## config.mk

```make
export PLATFORM = sky130hd
export DESIGN_NAME = seq_sub_32bits
export DESIGN_NICKNAME = d
export VERILOG_FILES = /design/src/rtl/seq_sub_pkg.sv /design/src/rtl/sub_chunk.sv /design/src/rtl/seq_sub_32bits.sv
export SDC_FILE = /design/constraint.sdc
export NUM_CORES = 1
export LEC_CHECK = 0
export ABC_AREA = 1
export CORE_MARGIN = 10
export CORE_UTILIZATION = 49
export CTS_CLUSTER_DIAMETER = 50
export CTS_CLUSTER_SIZE = 14
export DETAILED_ROUTE_END_ITERATION = 8
export PLACE_DENSITY = 0.72
export SYNTH_ARGS = -nofsm -noshare
export SYNTH_HDL_FRONTEND = slang
export SYNTH_SLANG_ARGS = --single-unit
```

## constraint.sdc

```tcl
create_clock -name clk -period 3.6 [get_ports clk]
set_clock_uncertainty 0.15 [all_clocks]
set_input_delay 0.72 -clock clk [delete_from_list [all_inputs] [get_ports clk]]
set_output_delay 0.72 -clock clk [all_outputs]
set_load 0.1 [all_outputs]
```

## src/rtl/seq_sub_pkg.sv

```systemverilog
// -----------------------------------------------------------------------------
// seq_sub_pkg
// Shared definitions for the multi-cycle subtractor.
//   state_t       : controller states (IDLE, RUN, DONE)
//   numChunks()   : number of CHUNK-wide slices that make up a WIDTH-bit word
//   counterWidth(): bits needed to count slices, never less than 1
// -----------------------------------------------------------------------------
package seq_sub_pkg;

  typedef enum logic [1:0] {
    IDLE = 2'd0,
    RUN  = 2'd1,
    DONE = 2'd2
  } state_t;

  // Number of slices the operand is split into.
  function automatic int numChunks(input int width, input int chunk);
    return width / chunk;
  endfunction

  // A one-slice build still needs a 1-bit counter so the register
  // declarations stay legal.
  function automatic int counterWidth(input int n);
    return (n <= 1) ? 1 : $clog2(n);
  endfunction

endpackage

```

## src/rtl/sub_chunk.sv

```systemverilog
// -----------------------------------------------------------------------------
// sub_chunk
// Combinational CHUNK-bit subtractor: {bout, diff} = x - y - bin.
//   x    : minuend slice
//   y    : subtrahend slice
//   bin  : borrow in
//   diff : difference slice
//   bout : borrow out
// -----------------------------------------------------------------------------
module sub_chunk #(
  parameter int CHUNK = 8
) (
  input  logic [CHUNK-1:0] x,
  input  logic [CHUNK-1:0] y,
  input  logic             bin,
  output logic [CHUNK-1:0] diff,
  output logic             bout
);

  logic [CHUNK:0] sum;

  // Two's-complement subtraction done as an addition: x + ~y + ~bin.
  // The carry out of that sum is high exactly when no borrow was needed,
  // so the borrow out is its inverse.
  assign sum  = {1'b0, x} + {1'b0, ~y} + {{CHUNK{1'b0}}, ~bin};
  assign diff = sum[CHUNK-1:0];
  assign bout = ~sum[CHUNK];

endmodule

```

## src/rtl/seq_sub_32bits.sv

```systemverilog
// -----------------------------------------------------------------------------
// seq_sub_32bits
// Multi-cycle unsigned subtractor computing d = a - b - bi with borrow out,
// one CHUNK-bit slice per clock, least significant slice first.
//   clk   : system clock, rising edge
//   rst_n : asynchronous active-low reset
//   start : request, taken on a rising edge while ready is high
//   a, b  : minuend / subtrahend, sampled only on the accepting edge
//   bi    : borrow in, sampled only on the accepting edge
//   ready : a start can be accepted
//   busy  : an operation is in progress
//   d     : registered difference, holds until the next completion
//   bo    : registered borrow out, holds until the next completion
//   done  : one-cycle pulse when d/bo carry a fresh result
// -----------------------------------------------------------------------------
module seq_sub_32bits
  import seq_sub_pkg::*;
#(
  parameter int WIDTH = 32,
  parameter int CHUNK = 8
) (
  input  logic             clk,
  input  logic             rst_n,
  input  logic             start,
  input  logic [WIDTH-1:0] a,
  input  logic [WIDTH-1:0] b,
  input  logic             bi,
  output logic             ready,
  output logic             busy,
  output logic [WIDTH-1:0] d,
  output logic             bo,
  output logic             done
);

  localparam int N     = numChunks(WIDTH, CHUNK);
  localparam int CNT_W = counterWidth(N);

  state_t             state_q;
  logic [WIDTH-1:0]   workA_q;
  logic [WIDTH-1:0]   workB_q;
  logic               borrow_q;
  logic [CNT_W-1:0]   chunkCnt_q;
  logic [WIDTH-1:0]   result_q;
  logic [WIDTH-1:0]   result_d;
  logic [WIDTH-1:0]   d_q;
  logic               bo_q;
  logic               done_q;
  logic               ready_q;
  logic               busy_q;

  logic [CHUNK-1:0]   chunkA;
  logic [CHUNK-1:0]   chunkB;
  logic [CHUNK-1:0]   chunkDiff;
  logic               chunkBorrow;
  logic               lastChunk;

  // Steer the slice selected by the counter into the single shared
  // slice subtractor.
  always_comb begin
    chunkA = '0;
    chunkB = '0;
    for (int k = 0; k < N; k++) begin
      if (chunkCnt_q == CNT_W'(k)) begin
        chunkA = workA_q[k*CHUNK +: CHUNK];
        chunkB = workB_q[k*CHUNK +: CHUNK];
      end
    end
  end

  sub_chunk #(
    .CHUNK (CHUNK)
  ) u_sub_chunk (
    .x    (chunkA),
    .y    (chunkB),
    .bin  (borrow_q),
    .diff (chunkDiff),
    .bout (chunkBorrow)
  );

  // Result shift register: each new slice enters at the top, so after the
  // last slice the least significant one has reached bit 0.
  generate
    if (N == 1) begin : g_single
      assign result_d = chunkDiff;
    end else begin : g_multi
      assign result_d = {chunkDiff, result_q[WIDTH-1:CHUNK]};
    end
  endgenerate

  assign lastChunk = (chunkCnt_q == CNT_W'(N - 1));

  // Controller and datapath registers. Outputs are registered here so that
  // ready/busy/done change only on a clock edge (or on reset).
  always_ff @(posedge clk or negedge rst_n) begin
    if (!rst_n) begin
      state_q    <= IDLE;
      workA_q    <= '0;
      workB_q    <= '0;
      borrow_q   <= 1'b0;
      chunkCnt_q <= '0;
      result_q   <= '0;
      d_q        <= '0;
      bo_q       <= 1'b0;
      done_q     <= 1'b0;
      ready_q    <= 1'b1;
      busy_q     <= 1'b0;
    end else begin
      done_q <= 1'b0;
      unique case (state_q)
        IDLE, DONE: begin
          if (start) begin
            workA_q    <= a;
            workB_q    <= b;
            borrow_q   <= bi;
            chunkCnt_q <= '0;
            result_q   <= '0;
            state_q    <= RUN;
            ready_q    <= 1'b0;
            busy_q     <= 1'b1;
          end else begin
            state_q <= IDLE;
          end
        end
        RUN: begin
          borrow_q   <= chunkBorrow;
          result_q   <= result_d;
          chunkCnt_q <= chunkCnt_q + CNT_W'(1);
          if (lastChunk) begin
            d_q     <= result_d;
            bo_q    <= chunkBorrow;
            done_q  <= 1'b1;
            state_q <= DONE;
            ready_q <= 1'b1;
            busy_q  <= 1'b0;
          end
        end
        default: begin
          state_q <= IDLE;
          ready_q <= 1'b1;
          busy_q  <= 1'b0;
        end
      endcase
    end
  end

  assign ready = ready_q;
  assign busy  = busy_q;
  assign d     = d_q;
  assign bo    = bo_q;
  assign done  = done_q;

endmodule

```

# After elaboration in Yosys (flattened, before gate mapping)
# Index checks and enable logic that the tools add are counted.
# word_totals
regBits	137
in_bits	68
out_inout_bits	36
wordCells	57
# classes
add_sub_neg	3
eq_ne	7
muxes	25
bitwise	3
n_reduce_logical	8
# op_table
operator	count
two-way mux 8 bit	8
one-hot mux 32 bit (2 select lines)	1
two-way mux 32 bit	1
adder 8 x 8 -> 9 bit	1
adder 9 x 1 -> 9 bit	1
two-way mux 1 bit	8
NOT 8 bit	1
one-hot mux 2 bit (2 select lines)	2
AND reduction 2 bit	4
== test 2 bit (second input constant)	3
one-hot mux 1 bit (2 select lines)	3
== test 2 x 1 -> 1 bit (second input constant)	2
zero test 2 bit	2
two-way mux 2 bit	2
inequality test 2 bit (second input constant)	2
adder 2 x 1 -> 2 bit (second input constant)	1
NOT 1 bit	2
nonzero test 2 bit	1
OR reduction 2 bit	1

# Depth between registers and ports, before layout
# depth
depth_word	10
mapped_depth	17
mapped_depth_nobuf	16

# By module
# From an unflattened synthesis, not the netlist that was laid out.
# hier_totals
hier_cells	701
area_unflattened_um2	5920.7
# modules_own_cells
module	n_inst	cells_per_inst	area_each_um2	seq_area_each_um2
seq_sub_32bits	1	633	5514.0	3229.3
sub_chunk	1	68	406.6	0.0

# Worst setup path before layout
# OpenSTA, ideal clock, no wires.
# synth_timing
path_type	register to register
startpoint	reg chunkCnt_q[1]
endpoint	reg d_q[28], in the netlist d[28]
setup_time_ps	68
arrival_ps	2730
required_time_ps	3382
setup_slack_ps	652
stages_incl_launch_ff	14
path_buffers	2
period_less_slack_ps	2948
path_cell_list	dfrtp_1 inv_1 ha_1 clkbuf_1 clkbuf_1 a22oi_1 nand2_1 a22oi_1 fa_1 fa_1 o21ai_0 xor2_1 nand2_1 nand2_1
# synth_via
elab_chain_len	8
elab_cells_between_ends	16
cone_classes	add/sub (2); eq/ne (3); mux (8); bitwise (1); reduce/logical (2)
# synth_rtl
element	line	rtl
from (decl)	seq_sub_32bits.sv:42	logic [CNT_W-1:0] chunkCnt_q;
from (signal assigned)	seq_sub_32bits.sv:127	chunkCnt_q <= chunkCnt_q + CNT_W'(1);
zero test 2 bit	seq_sub_32bits.sv:63	if (chunkCnt_q == CNT_W'(k)) begin
two-way mux 8 bit (4 in a row)	seq_sub_32bits.sv:63	
NOT 8 bit	sub_chunk.sv:25	assign sum = {1'b0, x} + {1'b0, ~y} + {{CHUNK{1'b0}}, ~bin};
adder 8 x 8 -> 9 bit	sub_chunk.sv:25	
adder 9 x 1 -> 9 bit	sub_chunk.sv:25	
to (signal assigned)	seq_sub_32bits.sv:129	d_q <= result_d;
to (decl)	seq_sub_32bits.sv:45	logic [WIDTH-1:0] d_q;
# Parallel ways exist; a longest one is shown, timed or not.
# A chain may end at the register's enable or synchronous reset.

# Final worst setup path
# layout_timing
startpoint	reg chunkCnt_q[0]
endpoint	reg d_q[28], in the netlist d[28]
# The elaborated chain is that of the path after synthesis.

==> load_flow_metrics.sql <==
INSERT INTO impl_metrics (metric_group, metric, value, unit) VALUES
('synth', 'synth_most_common_cell', 'sky130_fd_sc_hd__nand2_1', ''),
('synth', 'synth_top_flop_cell', 'sky130_fd_sc_hd__dfrtp_1', ''),
('clock_tree', 'tritoncts', 'yes', ''),
('sta', 'finalCriticalPeriod', '3.28', 'ns'),
('global_route', 'groute.usage.overall', '0.173', ''),
('synth', 'synthTopCellsByArea', 'sky130_fd_sc_hd__dfrtp_1 (55%), sky130_fd_sc_hd__nand2_1 (21%), sky130_fd_sc_hd__o21ai_2 (4.1%)', ''),
('flow_run', 'max_cap_viol_count', '0', ''),
('cells_and_area', 'final_net_count', '862', ''),
('clock_tree', 'post-cts-setup-buffers', '0', ''),
('detailed_routing', 'firstDrtPassIters', '5', ''),
('sta', 'report.final.setup_viol', '0', ''),
('cells_and_area', 'finish.cell_count_without_fillers', '937', ''),
('global_route', 'met3_usage', '0.0493', ''),
('critical_path', 'max_fanout_on_critical_path', '9', ''),
('clock_tree', 'clock_pin_slew_on_the_worst_setup_and_hold_paths', '0.06', 'ns'),
('die', 'design.core.area', '11500', 'um^2'),
('detailed_routing', 'drt_drc_violations_left', '0', ''),
('detailed_routing', 'ant_nets', '0', ''),
('synth', 'yosys_register_bits', '129', ''),
('synth', 'synth_area_leader_cell', 'sky130_fd_sc_hd__dfrtp_1', ''),
('critical_path', 'timing.critical_path.slowest_cell_delay', '0.48', 'ns'),
('placement', 'place_congestion', '0.838', ''),
('global_route', 'met1_usage_in_global_routing', '0.215', ''),
('cells_and_area', 'antennaDiodeCount', '0', ''),
('detailed_routing', 'via_count_of_the_routed_design', '4671', ''),
('die', 'io_pins', '104', ''),
('detailed_routing', 'wl_per_cell', '14.9', 'um'),
('die', 'die_span_x', '129', 'um'),
('sta', 'unrepaired_setup_endpoints_after_global_routing', 'no', ''),
('die', 'floorplan.rows', '39', ''),
('synth', 'synth.top_cells.by_count', 'sky130_fd_sc_hd__nand2_1 (325), sky130_fd_sc_hd__dfrtp_1 (128), sky130_fd_sc_hd__inv_1 (45), sky130_fd_sc_hd__o21ai_0 (31), sky130_fd_sc_hd__o21ai_2 (27)', ''),
('synth', 'ys_async_sr_fraction', '1.00', ''),
('detailed_routing', 'drt_first_iter_violations', '343', ''),
('clock_tree', 'cts-hold-fix-buffers', '0', ''),
('global_route', 'antenna_found_initial', '0', ''),
('sta', 'final-max-slew-violation-count', '0', ''),
('detailed_routing', 'per_cell_via_count_in_the_routed_design', '4.99', ''),
('placement', 'dp.final_hpwl', '10300', 'um'),
('critical_path', 'worst-endpoint-required', '3.80', 'ns'),
('sta', 'finalHoldViolCount', '0', ''),
('critical_path', 'crit_type', 'flop to flop', ''),
('global_route', 'via_count_of_the_first_global_routing_pass', '4898', ''),
('hold_path', 'timing.hold.worst.class', 'input port to asynchronous set/reset pin', ''),
('die', 'design.die.area', '16700', 'um^2'),
('synth', 'post_synth_inst_count', '682', ''),
('synth', 'synth-seq-area-share', '0.554', ''),
('critical_path', 'cp-end-kind', 'flop', ''),
('cells_and_area', 'area_delta_synth_final', '27.1', '%'),
('critical_path', 'critPathArrivalTime', '3.48', 'ns'),
('sta', 'layout_worst_path_cycle_share', '0.911', ''),
('critical_path', 'critical_path.cell_chain', 'inv_1 -> ha_1 -> inv_1 -> nor2_2 -> a22oi_1 -> nand2_1 -> a22oi_1 -> fa_1 -> fa_1 -> o21ai_1 -> xor2_1 -> nand2_1 -> nand2_1', ''),
('cells_and_area', 'final.fill_count', '996', ''),
('die', 'start_util', '0.507', ''),
('clock_tree', 'cts.path.max_buffers', '2', ''),
('synth', 'post-synth-top-area-fraction', '0.549', ''),
('critical_path', 'cp-start-kind', 'flop', ''),
('die', 'die_height', '129', 'um'),
('clock_tree', 'cts_htree_levels', '4', ''),
('synth', 'synth.net_count', '763', ''),
('sta', 'final.setup.tns', '0', 'ns'),
('cells_and_area', 'register_area', '3230', 'um^2'),
('cells_and_area', 'multi_input_area', '2220', 'um^2'),
('global_route', 'top_usage_layer_grt', 'met2', ''),
('global_route', 'met2_usage', '0.279', ''),
('clock_tree', 'cts_root_buf', 'sky130_fd_sc_hd__clkbuf_16', ''),
('sta', 'clock.fmax', '0.305', 'GHz'),
('status', 'status', 'finished clean', ''),
('synth', 'synth_warnings', '0', ''),
('clock_tree', 'cts-resized-gates', '0', ''),
('placement', 'port_buffers', '103', ''),
('clock_tree', 'cts-buffers-inserted', '17', '');
[sequential cells by signal, indices dropped and copies added (netlist names)]
| name | count |
|---|---|
| state_q | 2 |
| borrow_q | 1 |
| d | 32 |
| done | 1 |
| busy | 1 |
| chunkCnt_q | 2 |
| bo | 1 |
| workA_q | 32 |
| workB_q | 32 |
| ready | 1 |
| result_q | 24 |
[layer usage]
metal	vias up	wire (um)
met5	-	0
met4	0	226
met3	22	826
met2	124	6650
met1	2178	6230
li1	2347	-
[cell families (layout without fill, tap and decap cells)]
group / count (synthesis) / count (layout) / share of synthesized area
AOI/OAI and AO/OA: 104 / 104 / 0.113
xor gates and xnor gates: 3 / 3 / 0.00450
adders and majority gates: 13 / 13 / 0.0305
buffers and inverters: 83 / 195 / 0.0661
DFF: 129 / 129 / 0.554
and+or+nand+nor: 350 / 350 / 0.232
[placed cells by master, fill, tap and decap left out, drive strengths merged]
master and count:
a22oi 4, ha 11, fa 2, clkbuf 19
xnor2 2, o21ai 61, o21a 1, a21oi 17
bufinv 1, dfrtp 128, or2 1, o22ai 19
nand4 1, a31oi 1, nand2 325, clkinv 8
buf 43, inv 49, clkinvlp 4, nand3 13
xor2 1, dfstp 1, a21o 1, clkdlybuf4s50 71
nor2 10
[worst paths after layout]
path                          startpoint           to  slack, ns  cells after the start
min reg2reg                  workA_q[28]  workA_q[28]       0.33                      2
max in group asynchronous          rst_n        ready       2.30                      2
min in group clk             workA_q[28]  workA_q[28]       0.33                      2
max reg2reg                chunkCnt_q[0]        d[28]       0.32                     13
max                        chunkCnt_q[0]        d[28]       0.32                     13
min                                rst_n         d[7]       0.13                      1
[per-stage QoR]
stage / utilization / hold slack [ns] / setup slack, ns / area [um^2]
CTS: 0.644 / 0.141 / 0.244 / 7410
global route: 0.644 / 0.168 / 0.0847 / 7410
finish: 0.644 / 0.130 / 0.319 / 7410
floorplan: - / 0.274 / 0.652 / 5830
global placement: 0.595 / 0.308 / 0.412 / 6850
detailed placement: 0.595 / 0.316 / 0.267 / 6850
[final cells by class]
type	count	area share
Sequential cell	129	0.436
Multi-Input combinational cell	470	0.300
Timing Repair Buffer	114	0.139
Clock buffer	19	0.0611
Inverter	49	0.0251
Tap cell	143	0.0241
Clock inverter	13	0.0150
[critical path: cells and delay by family (launching register included)]
family / cells / cell delay, ns
xor gates and xnor gates: 1 / 0.21
AOI/OAI and AO/OA: 3 / 0.46
adders and majority gates: 3 / 1.25
DFF: 1 / 0.40
and+or+nand+nor: 4 / 0.52
buffers and inverters: 2 / 0.22
Power is not shown: default switching activity piles up to over one toggle a cycle in this logic, so the estimate is an artifact.
